## src/rtl/conv_mac_scheduler.sv

```systemverilog
// rtl/conv_mac_scheduler.sv - sequencer for a 1-D valid convolution over a single-port x memory and filter ROM
//
// Purpose: loads LENX samples into x memory, then for each output index k
// issues addresses k+j / j (j = 0..LENF-1) to x memory and filter ROM,
// strobes the accumulator and presents the result with a valid/ready handshake.
//
// Ports:
//   clk, reset             single clock, synchronous active-high reset
//   s_valid_x / s_ready_x  sample input handshake (accepted only while loading)
//   x_wr_en, x_addr        x memory write strobe and shared read/write address
//   f_addr                 filter ROM address
//   clr_acc, en_acc        accumulator clear / accumulate strobes
//   m_valid_y / m_ready_y  result handshake
//   out_idx                index k of the result being computed / presented
//   frame_done             one-cycle pulse after the last result of a frame is taken
module conv_mac_scheduler #(
    parameter int LENX  = 8,
    parameter int LENF  = 4,
    parameter int ADDRX = 3,
    parameter int ADDRF = 2
) (
    input  logic             clk,
    input  logic             reset,
    input  logic             s_valid_x,
    output logic             s_ready_x,
    output logic             x_wr_en,
    output logic [ADDRX-1:0] x_addr,
    output logic [ADDRF-1:0] f_addr,
    output logic             clr_acc,
    output logic             en_acc,
    output logic             m_valid_y,
    input  logic             m_ready_y,
    output logic [ADDRX-1:0] out_idx,
    output logic             frame_done
);

    typedef enum logic [2:0] {
        S_LOAD,
        S_CLR,
        S_MAC,
        S_DRAIN,
        S_OUT
    } state_t;

    localparam logic [ADDRX-1:0] WC_LAST = ADDRX'(LENX - 1);
    localparam logic [ADDRX-1:0] K_LAST  = ADDRX'(LENX - LENF);
    localparam logic [ADDRF-1:0] J_LAST  = ADDRF'(LENF - 1);

    state_t           r_state;
    state_t           w_next;
    logic [ADDRX-1:0] r_wc;
    logic [ADDRX-1:0] r_k;
    logic [ADDRF-1:0] r_j;
    logic [ADDRX-1:0] r_xa;    // last issued x read address, held through DRAIN/OUT
    logic [ADDRF-1:0] r_fa;    // last issued filter address
    logic             r_en_acc;
    logic             r_frame_done;
    logic [ADDRX-1:0] w_kj;
    logic             w_hs;

    assign w_kj       = r_k + ADDRX'(r_j);
    assign w_hs       = (r_state == S_OUT) && m_ready_y;
    assign out_idx    = r_k;
    assign en_acc     = r_en_acc;
    assign frame_done = r_frame_done;

    always_ff @(posedge clk) begin
        if (reset) begin
            r_state <= S_LOAD;
        end else begin
            r_state <= w_next;
        end
    end

    always_comb begin
        w_next    = r_state;
        s_ready_x = 1'b0;
        x_wr_en   = 1'b0;
        x_addr    = r_xa;
        f_addr    = r_fa;
        clr_acc   = reset;
        m_valid_y = 1'b0;
        case (r_state)
            S_LOAD: begin
                s_ready_x = 1'b1;
                x_wr_en   = s_valid_x;
                x_addr    = r_wc;
                f_addr    = '0;
                if (s_valid_x && (r_wc == WC_LAST)) begin
                    w_next = S_CLR;
                end
            end
            S_CLR: begin
                // tap 0 is issued here, so a one-tap filter skips MAC entirely
                clr_acc = 1'b1;
                x_addr  = r_k;
                f_addr  = '0;
                w_next  = (LENF == 1) ? S_DRAIN : S_MAC;
            end
            S_MAC: begin
                x_addr = w_kj;
                f_addr = r_j;
                if (r_j == J_LAST) begin
                    w_next = S_DRAIN;
                end
            end
            S_DRAIN: begin
                // waits out the read latency of the last tap
                w_next = S_OUT;
            end
            S_OUT: begin
                m_valid_y = 1'b1;
                if (m_ready_y) begin
                    w_next = (r_k == K_LAST) ? S_LOAD : S_CLR;
                end
            end
            default: begin
                w_next = S_LOAD;
            end
        endcase
    end

    always_ff @(posedge clk) begin
        if (reset) begin
            r_wc         <= '0;
            r_k          <= '0;
            r_j          <= '0;
            r_xa         <= '0;
            r_fa         <= '0;
            r_en_acc     <= 1'b0;
            r_frame_done <= 1'b0;
        end else begin
            // memory data for an address issued in CLR/MAC arrives one cycle later
            r_en_acc     <= (r_state == S_CLR) || (r_state == S_MAC);
            r_frame_done <= w_hs && (r_k == K_LAST);
            case (r_state)
                S_LOAD: begin
                    if (s_valid_x) begin
                        r_wc <= (r_wc == WC_LAST) ? '0 : r_wc + 1'b1;
                    end
                end
                S_CLR: begin
                    r_j  <= ADDRF'(1);
                    r_xa <= r_k;
                    r_fa <= '0;
                end
                S_MAC: begin
                    r_j  <= r_j + 1'b1;
                    r_xa <= w_kj;
                    r_fa <= r_j;
                end
                S_OUT: begin
                    if (m_ready_y) begin
                        r_k <= (r_k == K_LAST) ? '0 : r_k + 1'b1;
                    end
                end
                default: begin
                end
            endcase
        end
    end

endmodule

```

## config.mk

```make
export PLATFORM = sky130hd
export DESIGN_NAME = conv_mac_scheduler
export DESIGN_NICKNAME = d
export VERILOG_FILES = /design/src/rtl/conv_mac_scheduler.sv
export SDC_FILE = /design/constraint.sdc
export NUM_CORES = 1
export LEC_CHECK = 0
export CORE_ASPECT_RATIO = 1.4
export CORE_UTILIZATION = 25
export CTS_CLUSTER_SIZE = 30
export DETAILED_ROUTE_END_ITERATION = 8
export HOLD_SLACK_MARGIN = 0.03
export PLACE_DENSITY = 0.44
export SETUP_SLACK_MARGIN = 0.3
export SLEW_MARGIN = 10
export SYNTH_ARGS = -nofsm -noshare
export SYNTH_HDL_FRONTEND = slang
export SYNTH_SLANG_ARGS = --single-unit
```

## constraint.sdc

```tcl
create_clock -name clk -period 1.6 [get_ports clk]
set_input_delay 0.16 -clock clk [delete_from_list [all_inputs] [get_ports clk]]
set_output_delay 0.16 -clock clk [all_outputs]
set_load 0.05 [all_outputs]
```

==> run metrics <==
run status=finished with violations; failing checks=setup timing; Post-synth EDFFs=0; Tmin final=about 2 ns; post-route DRC violation count=0; Slew @ Worst Pin=about 0.5 ns; die area=4770 um^2; dominant cell by count in the synthesized netlist=dfxtp_1; # hold bufs at CTS=0; yosys warns=0; Max Cap Violations=0; Fillers=436; unrepaired setup endpoints after global routing=true; Worst Path Arrival=about 1.8 ns; Top FF cell, synth=dfxtp_1; GRT Util Overall=approximately 15%; hpwl dp=between 2000 and 2500 um; TritonCTS clock tree=built; Cell Pwr Density=between 500 and 600 nW/um^2; Max clock buf depth=2; Hold Path Class=reg2reg; synthesized flop and latch total=18; critical path launch point=r_j[0]; CP Launch Type=flop; via count=about 1100; DRT antenna net count=0; Leak=between 0.0007 and 0.0008 uW; # IOs=18; Final Net Count=around 180; Die W=approximately 60 um; Seq/Total Area, Yosys=between 30% and 40%; synthesized cell area=roughly 1100 um^2; via density per instance=4.736; Chip Height=around 81 um; synth top area cells=dfxtp_1 (32%), ha_1 (6.7%), mux2i_1 (5.3%); syn nets=between 100 and 150; initial DRC count=36; antenna diode count=0; crit path max fanout=2; Util after Layout=44.44%; RD Place Congestion=0.7657; initial antenna violation count=0; Final Max Slew Viols=0; top post-synthesis cells by count=dfxtp_1 (18), nor2_1 (11), inv_1 (9); Initial Util=a little over a quarter; pin count of the biggest net entering global routing=17; final hold slack=between 0.5 and 0.6 ns; first-pass detailed-route iteration total=4; clk_skew=0.001392 ns; top cell type by total area after synthesis=dfxtp_1; crit end category=primary output; critical path required time=1.44 ns; Core Rows=28; core area=around 4300 um^2; Synth top area share=about a third; worst rel slew slack=65.52%; Final Hold Viols=0; first-pass GRT wire length=~5400 um; Distinct cells, synth=39; asr flop ratio synth=0%; synthesized instance count=approximately 130; Clock Sink Count=18; synth-to-layout area growth=69.04%; Final Cycle Share=123.1%; worst vdd ir=between 0.2 and 0.3 mV; critical path type=reg2out; Fmax achieved=a little over 500 MHz; CTS root buf=clkbuf_8; worst reg2reg startpoint=r_j[0]; area occupied by multi-input gates=848.3 um^2; footprint of the flip-flops and latches=376.6 um^2; fraction of layout cells with a size suffix above 1=approximately 52%; hold path startpoint=r_wc[2]; placed insts=212; fin worst setup slack=-0.3688 ns; worst reg-to-reg setup slack=around 0.040 ns; DRT Wirelength=around 3200 um; dpl ws=-0.1210 ns; mean routed wirelength per cell=roughly 14 um; CTS buffer count=3; Mean Syn Cell Area=just under 9 um^2; Finished Layout Cells=231; port bufs=17; Overflow after GRT=0; htree depth=1; Clock Pin Slew Worst Setup and Hold Paths=about 0.070 ns; final setup fails=5; vias in the first global route=approximately 1100; Skew-Pair Late Insertion Delay=0.25 ns
## cell families after synthesis
| kind of cell | count (synthesis) | synth area share (%) |
|---|---|---|
| DFF | 18 | 32.07 |
| adders and majority gates | 7 | 8.463 |
| buffers and inverters | 19 | 9.131 |
| xor gates and xnor gates | 2 | 1.559 |
| muxes | 6 | 5.345 |
| and+or+nand+nor | 45 | 23.83 |
| AOI/OAI and AO/OA | 30 | 19.60 |
## critical path: stages, from the launching register on
cell	delay [ns]
dfxtp_2	0.35
ha_4	0.13
inv_2	0.03
fa_2	0.34
xnor2_2	0.15
a221oi_2	0.28
o21ai_2	0.11
buf_12	0.16
## placed cells by master (no fill, tap or decap), drive strengths merged
cell type	instances
and2	3
inv	9
o21ai	3
nor4	2
nand3	2
nand2b	5
a32oi	2
o311ai	2
nand2	5
dfxtp	18
buf	47
nor2b	2
xnor2	2
nor4b	2
a221oi	2
a22o	2
o21ba	1
ha	6
o21a	2
a31oi	1
a22oi	1
fa	1
nor2	11
a311o	1
a2111oi	1
mux2i	6
a211oi	3
a21oi	6
and4bb	1
nor3	7
or4b	2
clkdlybuf4s50	3
o211a	1
o21bai	1
nor3b	3
a21o	1
clkbuf	4
## what timing repair did
item	4_1_cts	5_1_grt
setup endpoints to repair	22	22
resized for setup	28	14
pin swaps	6	7
setup buffers	7	8
## state kept, by name, indices dropped and copies added, names as in the netlist
signal	flops
frame_done	1
out_idx	3
r_fa	2
r_wc	3
r_state	3
en_acc	1
r_j	2
r_xa	3
## power by group
group | total (uW) | switching (uW) | internal [uW] | leakage [uW]
Sequential | 454 | 6.59 | 448 | 0.000150
Combinational | 122 | 66.2 | 55.9 | 0.000591
Clock | 381 | 162 | 219 | 0.0000288
Total | 957 | 235 | 723 | 0.000769
## stage by stage
| stage | cell area, um^2 | TNS, ns | total power (uW) |
|---|---|---|---|
| finish | 1899 | -0.7739 | 957.4 |
| global route | 1899 | -1.205 | 1011 |
| CTS | 1785 | -0.9117 | 980.2 |
| detailed placement | 1568 | -0.2301 | 579.6 |
| global placement | 1568 | -0.1666 | 578.6 |
| floorplan | 1242 | -0.3053 | 532.0 |
## path summary, 6_finish.rpt
kind                    end  cells after the start
setup / recovery  x_addr[2]                      7
setup reg to reg    r_xa[2]                      8
hold reg to reg     r_wc[2]                      2
hold / removal      r_wc[2]                      2
## cell type report
type | instances | share of cell area [%]
tap | 60 | 3.953
clock buffer | 4 | 2.899
timing repair buffer | 50 | 26.88
sequential | 18 | 19.83
inverter | 9 | 1.779
multi-input combinational | 90 | 44.66
## metal layers
metal	GRT usage, %	vias up	wire, um
li1	-	549	-
met1	18.13	523	1425
met2	26.67	18	1700
met3	1.911	4	54
met4	4.524	0	24
met5	0	-	0
No activity file was read; power rests on OpenSTA's default activity.
